$ cat src/rtl/i2s_rx.sv
// I2S master receiver: makes MCLK/SCLK/LRCK from clk and captures 16-bit L/R words into a one-deep valid/ready register.
// out_valid rises 4 clk after the right-word LSB SCLK edge; an unaccepted pair is overwritten and flags sticky overrun.
module i2s_rx #(
    parameter int SCLK_DIV = 16,
    parameter int MCLK_DIV = 4
) (
    input  logic        clk,
    input  logic        rst_n,
    input  logic        en,
    input  logic        sd_in,
    output logic        mclk,
    output logic        lrck,
    output logic        sclk,
    output logic [15:0] sample_l,
    output logic [15:0] sample_r,
    output logic [15:0] sample_mono,
    output logic        out_valid,
    input  logic        out_ready,
    output logic        overrun,
    input  logic        overrun_clr
);
    localparam int CNT_W = $clog2(64 * SCLK_DIV);
    localparam int PH_W  = $clog2(SCLK_DIV);
    localparam int MC_W  = $clog2(MCLK_DIV);

    logic [CNT_W-1:0] cnt;
    logic [CNT_W-1:0] cnt_nxt;
    logic [PH_W-1:0]  phase;
    logic [5:0]       bit_idx;
    logic [1:0]       sync_q;
    logic [15:0]      shl;
    logic [15:0]      shr;
    logic             load_pend;
    logic             strobe;
    logic             cap_l;
    logic             cap_r;
    logic [16:0]      sum;
    logic [15:0]      mono;

    assign phase   = cnt[PH_W-1:0];
    assign bit_idx = cnt[CNT_W-1:PH_W];

    // Two clk of synchronizer latency after the SCLK rising edge at phase SCLK_DIV/2.
    assign strobe = en && (phase == PH_W'(SCLK_DIV / 2 + 2));
    assign cap_l  = strobe && (bit_idx >= 6'd1)  && (bit_idx <= 6'd16);
    assign cap_r  = strobe && (bit_idx >= 6'd33) && (bit_idx <= 6'd48);

    assign sum  = {shl[15], shl} + {shr[15], shr};
    assign mono = 16'(sum >> 1);

    always_comb begin
        cnt_nxt = '0;
        if (en) begin
            cnt_nxt = cnt + CNT_W'(1);
        end
    end

    always_ff @(posedge clk) begin
        if (!rst_n) begin
            cnt         <= '0;
            mclk        <= 1'b0;
            lrck        <= 1'b0;
            sclk        <= 1'b0;
            sync_q      <= '0;
            shl         <= '0;
            shr         <= '0;
            load_pend   <= 1'b0;
            sample_l    <= '0;
            sample_r    <= '0;
            sample_mono <= '0;
            out_valid   <= 1'b0;
            overrun     <= 1'b0;
        end else begin
            // Interface clocks are decoded from the next count so they line up with cnt.
            cnt    <= cnt_nxt;
            sclk   <= cnt_nxt[PH_W-1];
            mclk   <= cnt_nxt[MC_W-1];
            lrck   <= cnt_nxt[CNT_W-1];
            sync_q <= {sync_q[0], sd_in};

            if (!en) begin
                shl <= '0;
                shr <= '0;
            end else begin
                if (cap_l) shl <= {shl[14:0], sync_q[1]};
                if (cap_r) shr <= {shr[14:0], sync_q[1]};
            end

            load_pend <= cap_r && (bit_idx == 6'd48);

            if (load_pend) begin
                sample_l    <= shl;
                sample_r    <= shr;
                sample_mono <= mono;
                out_valid   <= 1'b1;
            end else if (out_ready) begin
                out_valid   <= 1'b0;
            end

            if (load_pend && out_valid && !out_ready) begin
                overrun <= 1'b1;
            end else if (overrun_clr) begin
                overrun <= 1'b0;
            end
        end
    end
endmodule

$ cat config.mk
export PLATFORM = sky130hd
export DESIGN_NAME = i2s_rx
export DESIGN_NICKNAME = d
export VERILOG_FILES = /design/src/rtl/i2s_rx.sv
export SDC_FILE = /design/constraint.sdc
export NUM_CORES = 1
export LEC_CHECK = 0
export ABC_AREA = 1
export CAP_MARGIN = 30
export CORE_MARGIN = 3
export CORE_UTILIZATION = 49
export CTS_CLUSTER_SIZE = 25
export DETAILED_ROUTE_END_ITERATION = 7
export PLACE_DENSITY = 0.75
export SETUP_SLACK_MARGIN = 0.15
export SYNTH_ARGS = -nofsm -noshare
export SYNTH_HDL_FRONTEND = slang
export SYNTH_SLANG_ARGS = --single-unit
export TNS_END_PERCENT = 30
$ cat constraint.sdc
create_clock -name clk -period 1.55 [get_ports clk]
set_input_delay 0.2325 -clock clk [delete_from_list [all_inputs] [get_ports clk]]
set_output_delay 0.2325 -clock clk [all_outputs]
set_load 0.05 [all_outputs]
# [After elaboration in Yosys (flattened, before gate mapping)]
# Index checks and enable logic that the tools add are counted.
[totals] register_bits=98 wordCells=39 inputBits=6 output_inout_bits=53
[op_classes] n_eq_ne=2 mux=5 n_lt_le_gt_ge=4 n_addsub=2 reduce_logical=12
[op_table] op="$add 16x16->17" count=1
[op_table] op="$add 10x1->10 const B" count=1
[op_table] op="$mux 10" count=1
[op_table] op="$logic_and 1x1->1" count=8
[op_table] op="$eq 6x6->1 const B" count=1
[op_table] op="$ge 6x1->1 const B" count=1
[op_table] op="$ge 6x6->1 const B" count=1
[op_table] op="$le 6x5->1 const B" count=1
[op_table] op="$le 6x6->1 const B" count=1
[op_table] op="$eq 4x4->1 const B" count=1
[op_table] op="$mux 1" count=4
[op_table] op="$reduce_bool 2->1" count=2
[op_table] op="$reduce_and 2->1" count=1
[op_table] op="$logic_not 1->1" count=1

# [Longest topological paths before layout]
[depth] word_depth=5 ltp_mapped=13 mapped_depth_nobuf=13

# [Least setup slack after synthesis]
# Ideal clock, no wire load.
[synth_path] path_type="register -> register" from="register cnt[1]" to="register shr[11]" setup_ns=0.113 arrival_time_ns=1.611 t_required_ns=1.437 n_path_buf=2 path_stages_with_launch=9 synth_period_minus_slack_ns=1.724 slack_ns=-0.174 path_cell_list="dfxtp_1 ha_1 nand3_1 nor2_1 nand2_2 buf_6 buf_6 o21ai_1 nor2_1"
[synth_via] elab_chain_len=4
[synth_lines] element="from (decl)" line="26" text="logic [CNT_W-1:0] cnt;"
[synth_lines] element="from (signal assigned)" line="75" text="cnt <= cnt_nxt;"
[synth_lines] element="$eq 4x4->1" line="44" text="assign strobe = en && (phase == PH_W'(SCLK_DIV / 2 + 2));"
[synth_lines] element="$logic_and 1x1->1" line="44"
[synth_lines] element="$logic_and 1x1->1 (2 in series)" line="46" text="assign cap_r = strobe && (bit_idx >= 6'd33) && (bit_idx <= 6'd48);"
[synth_lines] element="to (signal assigned)" line="86" text="if (cap_r) shr <= {shr[14:0], sync_q[1]};"
[synth_lines] element="to (decl)" line="32" text="logic [15:0] shr;"
# No other way between the ends.
# A chain may end at the register's enable or synchronous reset.

# [Final worst setup path]
[layout_path] from="register shl[0]" to="register sample_mono[13]"
[layout_via] elab_chain_len=1
[layout_lines] element="from (decl)" line="31" text="logic [15:0] shl;"
[layout_lines] element="from (signal assigned)" line="85" text="if (cap_l) shl <= {shl[14:0], sync_q[1]};"
[layout_lines] element="$add 16x16->17" line="48" text="assign sum = {shl[15], shl} + {shr[15], shr};"
[layout_lines] element="to (signal assigned)" line="94" text="sample_mono <= mono;"
[layout_lines] element="to (decl)" line="16" text="output logic [15:0] sample_mono,"
# No other way between the ends.

==> summary.txt <==
Timing
  • Post-route clock period utilization: 1.07
  • Max Transition Viols Final: 0
  • Setup repair after global routing missed its margin: yes
  • Highest achievable clock rate: 601 MHz
  • Final setup violating endpoints: 4
  • Worst Max-Slew Pin Slew: 0.353 ns
  • Min cycle time layout: 1.67 ns
  • Relative slew slack: 0.764
  • Final setup skew: 0.00980 ns
  • Number of hold-slack violations in the final timing report: 0
  • Final worst setup slack: -0.115 ns
  • Post-route setup TNS: -0.230 ns

Critical path
  • Critical R2R Capture: sample_mono[13]
  • Reg-to-reg startpoint: shl[0]
  • Master of the slowest instance on the critical path: sky130_fd_sc_hd__dfxtp_2
  • Most frequent cell on the critical path: sky130_fd_sc_hd__nand2_2
  • Maximum net fanout on the critical path: 3
  • Delay of the slowest critical-path stage: 0.34 ns
  • Required time at the worst-slack endpoint: 1.82 ns
  • Kind of launch point of the worst setup path: register
  • Element type at the critical path end: register
  • Worst R2R Setup Slack: -0.12 ns
  • List of cells traversed by the critical path: nand2_2 -> inv_2 -> fa_2 -> nand2_2 -> nand2_2 -> nand3b_1 -> nand2_2 -> nand2_2 -> nand2_2 -> nand2_1 -> nand3_1 -> nand2_1 -> inv_1
  • Worst Reg-to-Reg Cells: 13
  • Critical path type: register to register
  • Arrival time reported for the critical path endpoint: 1.93 ns

Detailed routing
  • Total DRC errors in the routed layout: 0
  • Routed wire length on met2: 6.28 mm
  • Highest signal layer in the routed design: met4
  • Routed wl met3: 576 um
  • Routed Antenna Nets: 0
  • Met1 Routed Length: 5.09 mm
  • Avg WL per Cell: 14.4 um
  • Pre-Repair DR Iteration Count: 4
  • Total wire length after detailed routing: 12.2 mm
  • Ratio of routed vias to standard cells: 5.08
  • Number of vias in the routed layout: 4327
  • Detailed router's first-iteration violation count: 208

Min path
  • Class of the worst hold path: input port to register
  • Hold worst-path end: sync_q[0]
  • Start point of the worst min-delay path: sd_in
  • Count of cells along the worst hold path: 3

Pwr
  • Internal power: 3.16 mW
  • Net Switching: 0.957 mW
  • Share of total power in sequential cells: 0.592
  • Sw Share: 0.232
  • Power share of the combinational group: 0.027
  • Power density relative to cell area: 669 nW/um^2
  • Part of the total power dissipated in the clock network: 0.381
  • Leakage: 2.91 nW
  • Peak supply drop: 482 uV
  • Total power after layout: 4.12 mW

Floorplanning
  • Core area: 8460 sq um
  • Row Count: 33
  • Die area: 10100 sq um
  • I/O pin cnt: 59
  • DIE WIDTH: 101 um
  • Starting Density: 0.519
  • Die Height: 101 um

Clock network
  • Number of buffers inserted for hold repair after clock tree synthesis: 0
  • TritonCTS Sinks: 95
  • Number of H-tree levels: 3
  • Clock edge transition at the registers on the reported setup and hold paths: 0.09 ns
  • Maximum buffer depth of the clock tree: 2
  • Num CTS Buffers: 9
  • CTS tree: done
  • Clock Latency Late Sink: 0.37 ns
  • Root cell of the clock tree: sky130_fd_sc_hd__clkbuf_8

Placed design
  • Half-perimeter wire length after placement: 8.25 mm
  • GP Congestion: 0.863
  • Number of I/O port buffers: 58

Layout
  • Leading cell types in the layout, fill and taps excluded: sky130_fd_sc_hd__buf_4 (111), sky130_fd_sc_hd__nor2_1 (102), sky130_fd_sc_hd__nand2_1 (86), sky130_fd_sc_hd__inv_1 (80), sky130_fd_sc_hd__dfxtp_1 (64)
  • Antenna diode count: 0
  • Share of final-layout standard cells stronger than drive strength 1: 0.355
  • Area Growth Syn to Fin: 40.1%
  • Layout Utilization: 0.727
  • Leading cell type in the layout, fill and taps excluded: sky130_fd_sc_hd__buf_4
  • NumNets Final: 765

Global route
  • Total track usage: 0.237
  • Initial antenna violation count: 0
  • First-pass GRT wire length: 19.0 mm
  • Largest net degree at the start of global routing: 39
  • Number of global-route vias before repair: 4087
  • Overflow left after global routing: 0

Run status
  • Violations in the final reports: negative setup slack
  • Result of the run: finished with violations

Synth
  • Sequential cell area fraction in the yosys report: 0.433
  • Cell count after synthesis: 633
  • Distinct cell type count after synthesis: 27
  • Number of nets in the synthesized netlist: 657
  • Synth Register Bits: 95
  • Mean instance size in the synthesized netlist: 6.94 sq um
  • Syn Std Cell Area: 4390 sq um
  • Count of yosys warnings during synthesis: 0

Job
  • Max-cap check violation count: 0
timing repair:
action	in CTS	in global routing
cloned	0	0
pin swaps	25	32
buffers inserted	2	3
resized for setup	72	88
setup endpoints to repair	30	50
per-layer routing:
metal,GRT usage,up-vias
li1,-,2209
met1,0.289,1992
met2,0.414,100
met3,0.0422,26
met4,0.0881,0
met5,0,-
synth_stat cells:
| master | n | share of area |
|---|---|---|
| sky130_fd_sc_hd__xor2_1 | 4 | 0.0080 |
| sky130_fd_sc_hd__nand4_1 | 1 | 0.0014 |
| sky130_fd_sc_hd__inv_2 | 1 | 0.00085 |
| sky130_fd_sc_hd__nor2_1 | 111 | 0.095 |
| sky130_fd_sc_hd__buf_6 | 2 | 0.0051 |
| sky130_fd_sc_hd__ha_1 | 17 | 0.048 |
| sky130_fd_sc_hd__xor2_2 | 1 | 0.0037 |
| sky130_fd_sc_hd__or2_2 | 3 | 0.0043 |
| sky130_fd_sc_hd__nand2_2 | 2 | 0.0028 |
| sky130_fd_sc_hd__xnor2_1 | 1 | 0.0020 |
| sky130_fd_sc_hd__o21ai_0 | 51 | 0.058 |
| sky130_fd_sc_hd__nand3b_1 | 1 | 0.0017 |
| sky130_fd_sc_hd__a211oi_2 | 3 | 0.0085 |
| sky130_fd_sc_hd__clkinv_1 | 2 | 0.0017 |
| sky130_fd_sc_hd__nand3_1 | 35 | 0.040 |
| sky130_fd_sc_hd__o21a_1 | 1 | 0.0017 |
| sky130_fd_sc_hd__o21ai_1 | 7 | 0.0080 |
| sky130_fd_sc_hd__dfxtp_1 | 95 | 0.43 |
| sky130_fd_sc_hd__nor3_1 | 8 | 0.0091 |
| sky130_fd_sc_hd__buf_2 | 5 | 0.0057 |
| sky130_fd_sc_hd__fa_1 | 1 | 0.0046 |
| sky130_fd_sc_hd__clkbuf_1 | 19 | 0.016 |
| sky130_fd_sc_hd__nor4_1 | 2 | 0.0028 |
| sky130_fd_sc_hd__nor3b_1 | 1 | 0.0017 |
| sky130_fd_sc_hd__a21oi_1 | 50 | 0.057 |
| sky130_fd_sc_hd__nand2_1 | 122 | 0.10 |
| sky130_fd_sc_hd__inv_1 | 87 | 0.074 |
power by group through the flow:
stage / Combinational [mW] / Clock [mW] / Sequential (mW)
after floorplan: 0.0501 / 0 / 2.50
after global placement: 0.0984 / 0 / 2.50
after detailed placement: 0.101 / 0 / 2.50
after CTS: 0.102 / 1.59 / 2.44
after global routing: 0.122 / 1.68 / 2.44
final: 0.112 / 1.57 / 2.44
flip-flops by register name, summed over array words and instances (netlist names):
signal / flops
cnt: 9
load_pend: 1
lrck: 1
out_valid: 1
overrun: 1
sample_l: 16
sample_mono: 16
sample_r: 16
shl: 16
shr: 16
sync_q: 2
kinds of logic after synthesis:
| group | Yosys count | synth area share |
|---|---|---|
| AO/OA/AOI/OAI | 112 | 0.133 |
| XOR/XNOR | 6 | 0.0137 |
| adder cells (fa/ha/maj) | 18 | 0.0530 |
| buffers and inverters | 116 | 0.104 |
| flip-flops | 95 | 0.433 |
| AND/OR/NAND/NOR | 286 | 0.263 |
per-stage QoR:
stage | cell area, sq um | setup WS (ns) | hold WS, ns | std cells
6_report | 6150 | -0.115 | 0.390 | 851
4_1_cts | 5890 | 0.00384 | 0.385 | 848
3_5_place_dp | 5380 | -0.170 | 0.402 | 830
5_1_grt | 6150 | -0.216 | 0.394 | 851
2_1_floorplan | 4430 | 0.0905 | 0.330 | 633
3_3_place_gp | 5380 | -0.109 | 0.406 | 830
how the worst max path moves through the flow:
| stage | from | end | slack, ns |
|---|---|---|---|
| floorplan | shr[0] | sample_mono[7] | 0.09 |
| global placement | en | shl[0] | -0.11 |
| detailed placement | en | shl[0] | -0.17 |
| CTS | shl[0] | sample_mono[13] | 0.004 |
| global route | shl[0] | sample_mono[13] | -0.22 |
| finish | shl[0] | sample_mono[13] | -0.12 |
critical path: cells and delay by family (launching register included):
kind,cells,cell delay (ns)
adders and majority gates,1,0.34
buffers and inverters,2,0.07
DFF,1,0.34
and+or+nand+nor,10,0.82
final cells by class:
cell class	instances	area, sq um
multi-input combinational	422	2540
fill	621	2310
sequential	95	1960
timing repair buffer	123	988
inverter	90	343
clock buffer	13	159
tap	105	131
clock inverter	3	25.0
Power figures use the tool's default switching activity.
